### src/rtl/lab5_pkg.sv
// Shared definitions for the coin credit bank.
// Holds the default coin price and game-count ceiling, the coin type
// encoding seen on the CoinValue pins, and the states of the coin slot FSM.
package lab5_pkg;

   localparam int COIN_PRICE = 4;
   localparam int MAX_GAMES  = 7;

   typedef enum logic [1:0] {
      COIN_NONE  = 2'b00,
      COIN_ONE   = 2'b01,
      COIN_TWO   = 2'b10,
      COIN_THREE = 2'b11
   } coin_t;

   typedef enum logic {
      IDLE = 1'b0,
      HELD = 1'b1
   } coinState_t;

   // The coin encoding is its own unit value, widened to the accumulator width.
   function automatic logic [3:0] coinUnits(input coin_t coin);
      return {2'b00, coin};
   endfunction

endpackage

### src/rtl/coin_pulse.sv
// Coin slot event detector.
// Turns the level-type CoinInserted signal from the coin slot into a single
// coin event per insertion, and presents the coin type sampled on that edge.
// Ports:
//   clock        - system clock, rising edge
//   reset        - synchronous, active-low
//   CoinInserted - slot level, one coin per 0->1 transition
//   CoinValue    - coin type, only meaningful on the event edge
//   coinEvent    - high for the one cycle in which a new coin is seen
//   coinValue    - CoinValue captured with the event, 00 otherwise
module coin_pulse (
   input  logic       clock,
   input  logic       reset,
   input  logic       CoinInserted,
   input  logic [1:0] CoinValue,
   output logic       coinEvent,
   output logic [1:0] coinValue
);

   import lab5_pkg::*;

   coinState_t state;
   coinState_t stateNext;
   logic       prevInserted;

   // prevInserted comes out of reset as 1 so that a slot which is already
   // held high when reset is released is not mistaken for a fresh coin.
   always_ff @(posedge clock) begin
      if (!reset) begin
         state        <= IDLE;
         prevInserted <= 1'b1;
      end else begin
         state        <= stateNext;
         prevInserted <= CoinInserted;
      end
   end

   // A coin is only recognised from IDLE, so however long the slot stays
   // high in HELD no second coin is produced; the slot must fall first.
   always_comb begin
      stateNext = state;
      coinEvent = 1'b0;
      coinValue = 2'b00;
      case (state)
         IDLE: begin
            if (CoinInserted && !prevInserted) begin
               coinEvent = 1'b1;
               coinValue = CoinValue;
               stateNext = HELD;
            end
         end
         HELD: begin
            if (!CoinInserted) begin
               stateNext = IDLE;
            end
         end
         default: stateNext = IDLE;
      endcase
   end

endmodule

### src/rtl/coin_credit_bank.sv
// Coin credit bank for an arcade-style game controller.
// Accumulates coin units into partial credit, converts every PRICE units
// into one paid game, and hands games out on GameStarted pulses.
// Ports:
//   clock        - system clock, rising edge
//   reset        - synchronous, active-low
//   CoinValue    - coin type (00 invalid, 01/10/11 = 1/2/3 units)
//   CoinInserted - coin slot level
//   GameStarted  - one-cycle pulse, consumes one paid game
//   NumGames     - paid games not yet started, saturates at MAX_GAMES
//   Credit       - units collected toward the next game
//   CoinAccepted - one-cycle pulse when a coin was counted
//   Drop         - one-cycle pulse when a coin was returned
//   CanStart     - high whenever NumGames is non-zero
module coin_credit_bank #(
   parameter int PRICE     = lab5_pkg::COIN_PRICE,
   parameter int MAX_GAMES = lab5_pkg::MAX_GAMES
) (
   input  logic       clock,
   input  logic       reset,
   input  logic [1:0] CoinValue,
   input  logic       CoinInserted,
   input  logic       GameStarted,
   output logic [3:0] NumGames,
   output logic [2:0] Credit,
   output logic       CoinAccepted,
   output logic       Drop,
   output logic       CanStart
);

   import lab5_pkg::*;

   localparam logic [3:0] PRICE_U = 4'(PRICE);
   localparam logic [3:0] MAX_U   = 4'(MAX_GAMES);

   logic       coinEvent;
   logic [1:0] coinValue;
   logic [3:0] sum;
   logic       reject;
   logic       accept;
   logic       award;
   logic       consume;
   logic [3:0] gamesNext;
   logic [2:0] creditNext;

   coin_pulse uPulse (
      .clock        (clock),
      .reset        (reset),
      .CoinInserted (CoinInserted),
      .CoinValue    (CoinValue),
      .coinEvent    (coinEvent),
      .coinValue    (coinValue)
   );

   // The saturation test looks at the registered NumGames, so a game being
   // started on the same edge does not make room for this coin. An award and
   // a consume on the same edge cancel out and leave NumGames as it was.
   always_comb begin
      sum        = {1'b0, Credit} + coinUnits(coin_t'(coinValue));
      reject     = coinEvent && ((coinValue == 2'b00) || (NumGames == MAX_U));
      accept     = coinEvent && !reject;
      award      = accept && (sum >= PRICE_U);
      consume    = GameStarted && (NumGames != 4'd0);
      creditNext = Credit;
      if (accept) begin
         creditNext = award ? 3'(sum - PRICE_U) : sum[2:0];
      end
      gamesNext = NumGames;
      if (award && !consume) begin
         gamesNext = NumGames + 4'd1;
      end else if (consume && !award) begin
         gamesNext = NumGames - 4'd1;
      end
   end

   // CanStart is derived from the next count so that it always agrees with
   // the NumGames value registered on the same edge.
   always_ff @(posedge clock) begin
      if (!reset) begin
         NumGames     <= 4'd0;
         Credit       <= 3'd0;
         CoinAccepted <= 1'b0;
         Drop         <= 1'b0;
         CanStart     <= 1'b0;
      end else begin
         NumGames     <= gamesNext;
         Credit       <= creditNext;
         CoinAccepted <= accept;
         Drop         <= reject;
         CanStart     <= (gamesNext != 4'd0);
      end
   end

endmodule

### config.mk
export PLATFORM = sky130hd
export DESIGN_NAME = coin_credit_bank
export DESIGN_NICKNAME = d
export VERILOG_FILES = /design/src/rtl/lab5_pkg.sv /design/src/rtl/coin_pulse.sv /design/src/rtl/coin_credit_bank.sv
export SDC_FILE = /design/constraint.sdc
export NUM_CORES = 1
export LEC_CHECK = 0
export BUFFER_PORTS_ARGS = -buffer_cell sky130_fd_sc_hd__buf_2
export CORE_UTILIZATION = 35
export CTS_BUF_LIST = sky130_fd_sc_hd__clkbuf_16
export CTS_CLUSTER_DIAMETER = 30
export DETAILED_ROUTE_END_ITERATION = 8
export SLEW_MARGIN = 20
export SYNTH_ARGS = -nofsm -noshare
export SYNTH_HDL_FRONTEND = slang
export SYNTH_SLANG_ARGS = --single-unit
### constraint.sdc
create_clock -name clock -period 5.1 [get_ports clock]
set_input_delay 0.255 -clock clock [delete_from_list [all_inputs] [get_ports clock]]
set_output_delay 0.255 -clock clock [all_outputs]
set_load 0.02 [all_outputs]
Word level (Yosys, flattened, before mapping)
Cells that the tools add are included.
- flip-flop bits (word level): 12
- bits of input ports: 6
- output and inout bits: 10
- word-level logic and storage cells: 38
- add/subtract/negate cells: 4
- bitwise gates (word level): 1
- magnitude comparators: 1
- muxes and demuxes: 9
- equal/unequal tests: 1
- reductions and logical operators: 15
- operator list (operator ; number):
    $mux 4 ; 2
    $reduce_bool 4->1 ; 2
    $logic_and 1x1->1 ; 7
    $add 3x2->4 ; 1
    $add 4x1->4 const B ; 1
    $eq 4x3->1 const B ; 1
    $ge 4x3->1 const B ; 1
    $logic_not 1->1 ; 4
    $mux 2 ; 2
    $sub 4x1->4 const B ; 1
    $mux 1 ; 3
    $mux 3 ; 1
    $sub 3x3->3 const B ; 1
    $logic_not 2->1 ; 1
    $pmux 1 s2 ; 1
    $logic_or 1x1->1 ; 1
    $not 1->1 ; 1

Longest topological paths before layout
Gate-level depths: netlist of the first run.
- depth after elaboration: 15
- depth in mapped cells: 11

Hierarchy
A second synthesis of the first run with hierarchy kept.
- cell total of the unflattened synthesis: 69
- area total of the unflattened synthesis: 700.7 µm²
- by module, submodules not included (module ; area an instance (µm²) ; seq. area each (µm²) ; instances ; cells each):
    coin_credit_bank ; 610.6 ; 200.2 ; 1 ; 60
    coin_pulse ; 90.1 ; 40.0 ; 1 ; 9

Worst setup path after synthesis of the first run
OpenSTA, ideal clock, no wires.
- kind: register to register
- start: register uPulse.state
- end: register CanStart
- data required time: 4.976 ns
- arrival: 2.570 ns
- stages on the path, launching flop included: 12
- buffers on the path: 0
- period minus slack after synthesis: 2.695 ns
- slack: 2.405 ns
- path through: dfxtp_1 -> nor3b_4 -> and2_2 -> ha_1 -> inv_1 -> fa_1 -> a211oi_1 -> mux2i_2 -> a21oi_2 -> o2bb2ai_1 -> xor2_1 -> a2111o_1
- longest elaborated chain between the ends: 12
- elaborated cells on any way between the ends: 16
- those cells by class: add/sub (1); order compare (1); mux (4); reduce/logical (10)
- ends and longest elaborated chain (item ; line ; source):
    start, declared ; coin_pulse.sv:22 ; coinState_t state;
    start signal, assigned ; coin_pulse.sv:33 ; state <= stateNext;
    branches (longest 6 deep; another with $add 3x2->4) ; n/a ;
    $logic_and 1x1->1 * ; coin_credit_bank.sv:62 ; award = accept && (sum >= PRICE_U);
    $logic_not 1->1 ; coin_credit_bank.sv:71 ; end else if (consume && !award) begin
    $logic_and 1x1->1 ; coin_credit_bank.sv:71 ;
    $mux 4 ; coin_credit_bank.sv:71 ;
    $mux 4 * ; coin_credit_bank.sv:69 ; if (award && !consume) begin
    $reduce_bool 4->1 * ; coin_credit_bank.sv:90 ; CanStart <= (gamesNext != 4'd0);
    end signal, assigned ; coin_credit_bank.sv:90 ;
    end, declared ; coin_credit_bank.sv:28 ; output logic CanStart
Mark *: on every way between the ends.
A chain may end at the register's enable or synchronous reset.

Final worst setup path of the first run
Same ends and word-level chain as after synthesis.

==> results of run 1 <==
==> power by group through the flow <==
stage,Sequential [mW],Combinational (mW),Clock [mW]
after global routing,0.135,0.152,0.147
after detailed placement,0.134,0.139,0
after CTS,0.133,0.140,0.143
after floorplan,0.151,0.0867,0
final,0.132,0.137,0.139
after global placement,0.134,0.135,0
==> per-stage QoR <==
step,worst slack (ns),area [sq um],util (%)
global route,1.92,846,47.9
floorplan,2.41,668,-
finish,2.21,846,47.9
global placement,2.24,771,43.7
detailed placement,2.16,771,43.7
CTS,2.17,846,47.9
==> synthesized netlist by cell type, drive strengths merged <==
| cell | number | area [sq um] |
|---|---|---|
| dfxtp | 12 | 240 |
| inv | 9 | 33.8 |
| nand2 | 5 | 18.8 |
| a211oi | 4 | 40.0 |
| ha | 4 | 50.1 |
| a21oi | 3 | 18.8 |
| and2 | 3 | 20.0 |
| mux2i | 3 | 33.8 |
| nor2 | 3 | 11.3 |
| and3 | 2 | 12.5 |
| nand3 | 2 | 15.0 |
| xnor2 | 2 | 17.5 |
| a2111o | 1 | 11.3 |
| a2bb2oi | 1 | 15.0 |
| clkbuf | 1 | 3.75 |
| fa | 1 | 20.0 |
| nand2b | 1 | 6.26 |
| nor3 | 1 | 5.00 |
| nor3b | 1 | 18.8 |
| o21a | 1 | 7.51 |
| o21ai | 1 | 5.00 |
| o221a | 1 | 20.0 |
| o22ai | 1 | 6.26 |
| o2bb2ai | 1 | 8.76 |
| o31ai | 1 | 12.5 |
| or2b | 1 | 7.51 |
| xor2 | 1 | 8.76 |
==> layer usage <==
layer	GRT usage, %	vias to the layer above	share of wire, %
li1	-	266	-
met1	17.1	232	44
met2	20.6	13	46
met3	7.54	4	6.6
met4	7.06	0	2.5
met5	0	-	0
==> sequential cells by signal, indices dropped and copies added (netlist names) <==
signal	count
Credit	3
CoinAccepted	1
NumGames	4
uPulse.prevInserted	1
uPulse.state	1
CanStart	1
Drop	1
==> logic make-up (layout without fill, tap and decap cells) <==
group / count (synthesis) / after routing / share of synthesized area [%]
DFF: 12 / 12 / 36.0
and+or+nand+nor: 19 / 19 / 17.2
buffers and inverters: 10 / 27 / 5.62
AOI/OAI and AO/OA: 15 / 15 / 21.7
adders and majority gates: 5 / 5 / 10.5
xor gates and xnor gates: 3 / 3 / 3.93
muxes: 3 / 3 / 5.06
==> worst reg2reg max path: cells and delay by family (launching register included) <==
kind | cells | cell delay (ns)
AO/OA/AOI/OAI | 4 | 1.12
adder cells (fa/ha/maj) | 2 | 0.59
AND/OR/NAND/NOR | 2 | 0.42
flip-flops | 1 | 0.32
multiplexers | 1 | 0.15
XOR/XNOR | 1 | 0.11
buffers and inverters | 1 | 0.06
==> final cells by class <==
cell class	count	area, sq um	area share, %
Timing Repair Buffer	15	75.1	8.88
Sequential cell	12	240	28.4
Clock buffer	3	75.1	8.88
Inverter	9	33.8	3.99
Tap cell	25	31.3	3.70
Multi-Input combinational cell	45	390	46.2
==> cell usage in the layout (no fill, tap or decap), types with 2 or more instances in the layout <==
| cell type | count |
|---|---|
| a211oi_1 | 2 |
| xnor2_1 | 2 |
| dfxtp_1 | 12 |
| nand2_1 | 5 |
| and3_1 | 2 |
| inv_1 | 9 |
| mux2i_1 | 2 |
| ha_1 | 4 |
| a211oi_2 | 2 |
| nor2_1 | 3 |
| clkbuf_16 | 3 |
| and2_1 | 2 |
| a21oi_1 | 2 |
| buf_2 | 15 |
==> worst paths after layout <==
check	end	slack, ns	startpoint
max	CanStart	2.21	uPulse.state
min	uPulse.prevInserted	0.23	CoinInserted
max reg2reg	CanStart	2.21	uPulse.state
min reg2reg	uPulse.state	0.48	uPulse.state
==> flow_summary.yaml, run 1 <==
die:
  coreArea_sq_um: 1760
  die_h_um: 45.7
  rows: 15
  boundaryPins: 16
  die-area_sq_um: 2090
  start_util_pct: 37.9
  dieWidth_um: 45.7
worst_hold_path:
  min_path_cells: 2
  holdCritPathClass: "in2reg"
timing:
  setup_viol: 0
  maxSlewViolCount: 0
  period_share_pct: 56.7
  skew_ns: 0.00167
  max_freq_ghz: 0.346
  hold_viol_final: 0
  relSlewSlack_pct: 72.1
  rsz0062_at_grt: "no"
  post-route-min-period_ns: 2.89
  tightest_slew_ns: 0.416
  timing.hold.ws_ns: 0.232
  tns_ns: 0
critical_path:
  reg2reg_depth: 11
  critPathRequiredTime_ns: 5.22
  cpLargestDelayFamily: "compound AO/OA/AOI/OAI gates"
  cp.depth: 11
  cp.arrival_ns: 3.01
  crit_type: "reg2reg"
  cpMaxStageDelayCell: "fa_1"
  worstPathMaxFanout: 4
  path_cells: "nor3b_4 > and2_2 > ha_1 > inv_1 > fa_1 > a211oi_1 > mux2i_2 > a21oi_2 > o2bb2ai_1 > xor2_1 > a2111o_1"
  startpoint_type: "flip-flop"
  crit_path_max_incr_delay_ns: 0.41
  worst-path-buf-inv: 1
  crit_path_end_kind: "flip-flop"
detailed_routing:
  wl_per_cell_um: 10.9
  ant_nets: 0
  wirelength_mm: 1.19
  viasPerCell: 4.72
  dr_total_vias: 515
  drc: 0
  drtPass1Iterations: 3
  drtIter0Drc: 3
pwr:
  power_frac_seq_pct: 32.4
  p_sw_uw: 134
  intPower_uw: 274
  clockPowerShare_pct: 34.0
  total_power_uw: 408
  combPwrFrac_pct: 33.6
  p_per_area_nw_per_um2: 482
  switching_share_pct: 32.8
  p_leak_nw: 0.384
  peakVddDrop_v: 0.000276
global_routing:
  grt_use_total_pct: 14.2
  antenna_found_initial: 0
  grt_pass1_wl_mm: 1.96
  grt_max_degree: 11
  grt_pass1_vias: 434
  overflow: 0
synthesis:
  syn_area_sq_um: 668
  yosysWarningCount: 0
  synth_cells: 67
  ys_seq_area_share_pct: 36.0
  netlist-cell-type-count: 32
  syn_nets: 78
  ys_ff_latch: 12
  avgSynthCellArea_sq_um: 9.97
layout:
  fillers: 185
  num-nets-final: 97
  area_growth_pct: 26.6
  drive_gt1_share_pct: 33.3
  final_cells: 109
  diodes: 0
clock_tree:
  postCtsHoldBufs: 0
  cts-root-buf: "clkbuf_16"
  postCtsSetupBuffers: 0
  clkSinkCount: 12
  numCtsBuffers: 3
  h-tree-depth: 1
  cts_tree: "built"
  clk_pin_slew_worst_paths_ns: 0.04
  cts_buffer_depth: 2
  insertion_delay_ns: 0.24
  cts_resized: 0
placement:
  io_buffers: 15
  dp_hpwl_um: 958
  gp_congestion: 0.707
  placed_cells: 106
flow_run:
  maxCapViolCount: 0
status:
  status: "finished clean"
Power figures use the tool's default switching activity.
==> run 2: changes to the inputs <==
==> constraint.sdc (replaced) <==
create_clock -name clock -period 2.35 [get_ports clock]
set_input_delay 0.1175 -clock clock [delete_from_list [all_inputs] [get_ports clock]]
set_output_delay 0.1175 -clock clock [all_outputs]
set_load 0.02 [all_outputs]
==> flow_summary.yaml, run 2 (synthesized netlist as in run 1, its figures left out) <==
clock_tree:
  postCtsHoldBufs: 0
  numCtsBuffers: 3
  clkSinkCount: 12
  cts_buffer_depth: 2
  clk_pin_slew_worst_paths_ns: 0.04
  h-tree-depth: 1
  cts_tree: "built"
  cts-root-buf: "clkbuf_16"
  insertion_delay_ns: 0.24
placement:
  gp_congestion: 0.690
  placed_area_sq_um: 816
  io_buffers: 15
  placed_cells: 109
  dp_hpwl_um: 919
layout:
  final_cells: 114
  diodes: 0
  multiInputGateArea_sq_um: 418
  top_register: "NumGames"
  layout.cells.most_common: "buf_2"
  fillers: 183
  area_growth_pct: 36.1
  largest_reg_flops: 4
  num-nets-final: 101
  reg.largest.list: "NumGames x4, Credit x3"
  stdcell_area_sq_um: 910
  drive_gt1_share_pct: 43.8
  final_cell_mix: "15 x buf_2, 10 x dfxtp_1, 8 x inv_1"
  regArea_sq_um: 243
critical_path:
  path_cells: "nor3b_4 > and2_4 > ha_4 > inv_2 > fa_2 > a211oi_2 > mux2i_2 > a21oi_2 > o2bb2ai_2 > xor2_1 > a2111o_1"
  crit_path_max_incr_delay_ns: 0.36
  cpMaxStageDelayCell: "a2111o_1"
  worstPathMaxFanout: 4
  critPathRequiredTime_ns: 2.47
  crit_path_end_kind: "flip-flop"
  startpoint_type: "flip-flop"
  crit_type: "reg2reg"
  cp.arrival_ns: 2.58
die:
  die_h_um: 45.7
  die-area_sq_um: 2090
  dieWidth_um: 45.7
  start_util_pct: 37.9
  coreArea_sq_um: 1760
  boundaryPins: 16
  rows: 15
global_routing:
  grt_max_degree: 11
  top_usage_layer: "met2"
  grt_pass1_wl_mm: 1.92
  antenna_found_initial: 0
  overflow: 0
  grt_use_met3_pct: 4.76
  grt_pass1_vias: 476
  use_met1_pct: 15.5
  met2_usage_pct: 20.9
  grt_use_total_pct: 13.7
worst_hold_path:
  holdCritPathClass: "in2reg"
detailed_routing:
  drtIter0Drc: 3
  wirelength_mm: 1.21
  wl_per_cell_um: 10.6
  ant_nets: 0
  dr_total_vias: 534
  drtPass1Iterations: 3
  drc: 0
  viasPerCell: 4.68
timing:
  rsz0062_at_grt: "yes"
  skew_ns: 0.00276
  relSlewSlack_pct: 75.7
  post-route-min-period_ns: 2.46
  tightest_slew_ns: 0.362
  hold_viol_final: 0
  setup_viol: 1
  max_freq_ghz: 0.406
  maxSlewViolCount: 0
  period_share_pct: 105
  timing.hold.ws_ns: 0.146
  fin_ws_ns: -0.112
pwr:
  p_per_area_nw_per_um2: 1000
  p_leak_nw: 0.409
  peakVddDrop_v: 0.000484
status:
  status: "finished with violations"
  failed_checks: "setup timing"
flow_run:
  maxCapViolCount: 0
[run 2: changes by cell type in the layout (fill, tap and decap cells not counted), sizes merged]
cell | before | now
buf | 15 | 19
clkinv | 0 | 1
[run 2: report_power, final]
| group | leakage, nW | switching (mW) | total, mW | internal, mW |
|---|---|---|---|---|
| Sequential | 0.0986 | 0.0462 | 0.289 | 0.243 |
| Clock | 0.0385 | 0.0864 | 0.310 | 0.224 |
| Combinational | 0.272 | 0.167 | 0.313 | 0.146 |
[run 2: critical path: cells and delay by family (launching register included)]
kind | cells | cell delay (ns)
compound gates | 4 | 0.92
fa+ha+maj | 2 | 0.47
simple gates | 2 | 0.36
flops | 1 | 0.33
mux | 1 | 0.13
xor+xnor | 1 | 0.09
buf+inv | 1 | 0.03
[run 2: metal layers]
metal / wire length [um] / share of wire [%] / vias to the layer above
li1: - / - / 275
met1: 599 / 50 / 245
met2: 541 / 45 / 12
met3: 46 / 3.8 / 2
met4: 17 / 1.4 / 0
met5: 0 / 0 / -
[run 2: metrics by stage]
step | power [mW] | util [%] | setup WS, ns | setup TNS (ns)
2_1_floorplan | 0.518 | - | -0.153 | -0.153
3_3_place_gp | 0.589 | 46.2 | -0.193 | -0.194
3_5_place_dp | 0.590 | 46.2 | -0.209 | -0.224
4_1_cts | 0.928 | 51.6 | -0.189 | -0.194
5_1_grt | 0.969 | 51.6 | -0.272 | -0.401
6_report | 0.912 | 51.6 | -0.112 | -0.112
[run 2: cell type report]
cell class              count  area share, %
clock inverters             1          0.413
clock buffers               3           8.25
repair buffers             19           11.6
multi-input cells          45           45.9
well taps                  25           3.44
flip-flops and latches     12           26.7
inverters                   9           3.71
[run 2: worst paths after layout]
path | endpoint | from | slack (ns) | cells past startpoint
worst max register to register | CanStart | uPulse.state | -0.11 | 11
worst max-delay path | CanStart | uPulse.state | -0.11 | 11
worst min register to register | uPulse.state | uPulse.prevInserted | 0.44 | 1
worst min-delay path | uPulse.prevInserted | reset | 0.15 | 2
[run 2: what timing repair did]
item | CTS | global route
buffers inserted | 1 | 0
pin swaps | 8 | 4
gates resized for setup | 2 | 0
setup endpoints to repair | 2 | 3
==> run 3: changes to the inputs <==
--- a/config.mk
+++ b/config.mk
@@ -10,6 +10,7 @@
 export CTS_BUF_LIST = sky130_fd_sc_hd__clkbuf_16
 export CTS_CLUSTER_DIAMETER = 30
 export DETAILED_ROUTE_END_ITERATION = 8
+export SETUP_SLACK_MARGIN = 0.05
 export SLEW_MARGIN = 20
 export SYNTH_ARGS = -nofsm -noshare
 export SYNTH_HDL_FRONTEND = slang
==> flow_summary.yaml, run 3 (synthesized netlist as in run 1, its figures left out) <==
layout:
  top_register: "NumGames"
  final_util_pct: 51.6
  fillers: 183
  final_cell_mix: "15 x buf_2, 10 x dfxtp_1, 8 x inv_1"
  largest_reg_flops: 4
  num-nets-final: 101
  diodes: 0
  layout.cells.most_common: "buf_2"
  area_growth_pct: 36.1
  reg.largest.list: "NumGames x4, Credit x3"
  drive_gt1_share_pct: 43.8
  stdcell_area_sq_um: 910
detailed_routing:
  drtPass1Iterations: 3
  drc: 0
  wl_met3_um: 46
  drtIter0Drc: 3
  viasPerCell: 4.68
  ant_nets: 0
  wl_per_cell_um: 10.6
  dr_total_vias: 534
  drt-met1-wl_um: 600
  wl_met2_um: 540
  highest_layer: "met4"
  wirelength_mm: 1.21
critical_path:
  r2r_setup_slack_ns: -0.12
  cpMaxStageDelayCell: "fa_2"
  cp.arrival_ns: 2.59
  crit_type: "reg2reg"
  critPathRequiredTime_ns: 2.47
  worstPathMaxFanout: 4
  crit_path_end_kind: "flip-flop"
  crit_top_cell: "a211oi_2"
  cpLargestDelayFamily: "compound AO/OA/AOI/OAI gates"
  worst-path-buf-inv: 2
  crit_path_max_incr_delay_ns: 0.35
  startpoint_type: "flip-flop"
  path_cells: "nor3b_4 > and2_4 > ha_4 > inv_2 > fa_2 > mux2i_2 > a21oi_2 > buf_4 > a211oi_2 > a211oi_2 > a2111o_1"
clock_tree:
  cts-root-buf: "clkbuf_16"
  numCtsBuffers: 3
  clkSinkCount: 12
  h-tree-depth: 1
  postCtsHoldBufs: 0
  insertion_delay_ns: 0.24
  cts_buffer_depth: 2
  cts_tree: "built"
  clk_pin_slew_worst_paths_ns: 0.04
pwr:
  peakVddDrop_v: 0.000484
  p_per_area_nw_per_um2: 1000
  p_leak_nw: 0.410
timing:
  timing.hold.ws_ns: 0.146
  max_freq_ghz: 0.406
  fin_ws_ns: -0.115
  rsz0062_at_grt: "yes"
  skew_ns: 0.00276
  tightest_slew_ns: 0.362
  post-route-min-period_ns: 2.47
  relSlewSlack_pct: 75.7
  setup_viol: 1
  maxSlewViolCount: 0
  period_share_pct: 105
  tns_ns: -0.115
  hold_viol_final: 0
global_routing:
  grt_pass1_vias: 476
  overflow: 0
  grt_pass1_wl_mm: 1.92
  grt_max_degree: 11
  antenna_found_initial: 0
  grt_use_total_pct: 13.7
die:
  coreArea_sq_um: 1760
  rows: 15
  boundaryPins: 16
  start_util_pct: 37.9
  die_h_um: 45.7
  die-area_sq_um: 2090
  dieWidth_um: 45.7
placement:
  place_ws_ns: -0.209
  gp_congestion: 0.690
  io_buffers: 15
  dp_hpwl_um: 919
  placed_area_sq_um: 816
flow_run:
  maxCapViolCount: 0
worst_hold_path:
  holdCritPathClass: "in2reg"
status:
  status: "finished with violations"
  failed_checks: "setup timing"
[run 3: cell counts in the layout (fill, tap and decap cells not counted)]
No cell type changed its count.
[run 3: final cells by class]
class                      instances  area, sq um  share of cell area [%]
clock inverter                     1         3.75                   0.413
multi-input combinational         45          418                    45.9
sequential                        12          243                    26.7
tap                               25         31.3                    3.44
inverter                           9         33.8                    3.71
timing repair buffer              19          105                    11.6
clock buffer                       3         75.1                    8.25
[run 3: per-stage QoR]
stage                     cells  power [mW]
final                       114       0.912
after global routing        114       0.968
after CTS                   114       0.927
after detailed placement    109       0.590
after global placement      109       0.589
after floorplan              67       0.518
[run 3: where the power goes]
| group | total (mW) | switching, mW | internal [mW] | leakage, nW |
|---|---|---|---|---|
| Sequential | 0.289 | 0.0462 | 0.243 | 0.0986 |
| Combinational | 0.312 | 0.167 | 0.145 | 0.272 |
| Clock | 0.310 | 0.0864 | 0.224 | 0.0385 |
[run 3: worst register-to-register path: stages, from the launching register on]
cell	delay [ns]
dfxtp_2	0.33
nor3b_4	0.19
and2_4	0.17
ha_4	0.12
inv_2	0.03
fa_2	0.35
mux2i_2	0.26
a21oi_2	0.14
buf_4	0.16
a211oi_2	0.20
a211oi_2	0.06
a2111o_1	0.33
[run 3: what timing repair did]
item / CTS / global route
pin swaps: 9 / 2
setup buffers: 1 / 0
gates resized for setup: 2 / 0
gates cloned: 0 / 0
endpoints found under the setup margin: 2 / 4
[run 3: worst paths after layout]
path | startpoint | to | depth (start not counted)
hold / removal | reset | uPulse.prevInserted | 2
hold reg to reg | uPulse.prevInserted | uPulse.state | 1
setup reg to reg | uPulse.state | CanStart | 11
setup / recovery | uPulse.state | CanStart | 11
[run 3: routing by layer]
| layer | up-vias | track usage (%) |
|---|---|---|
| met3 | 2 | 4.76 |
| met2 | 12 | 20.9 |
| met4 | 0 | 10.6 |
| met1 | 245 | 15.5 |
| met5 | - | 0 |
| li1 | 275 | - |
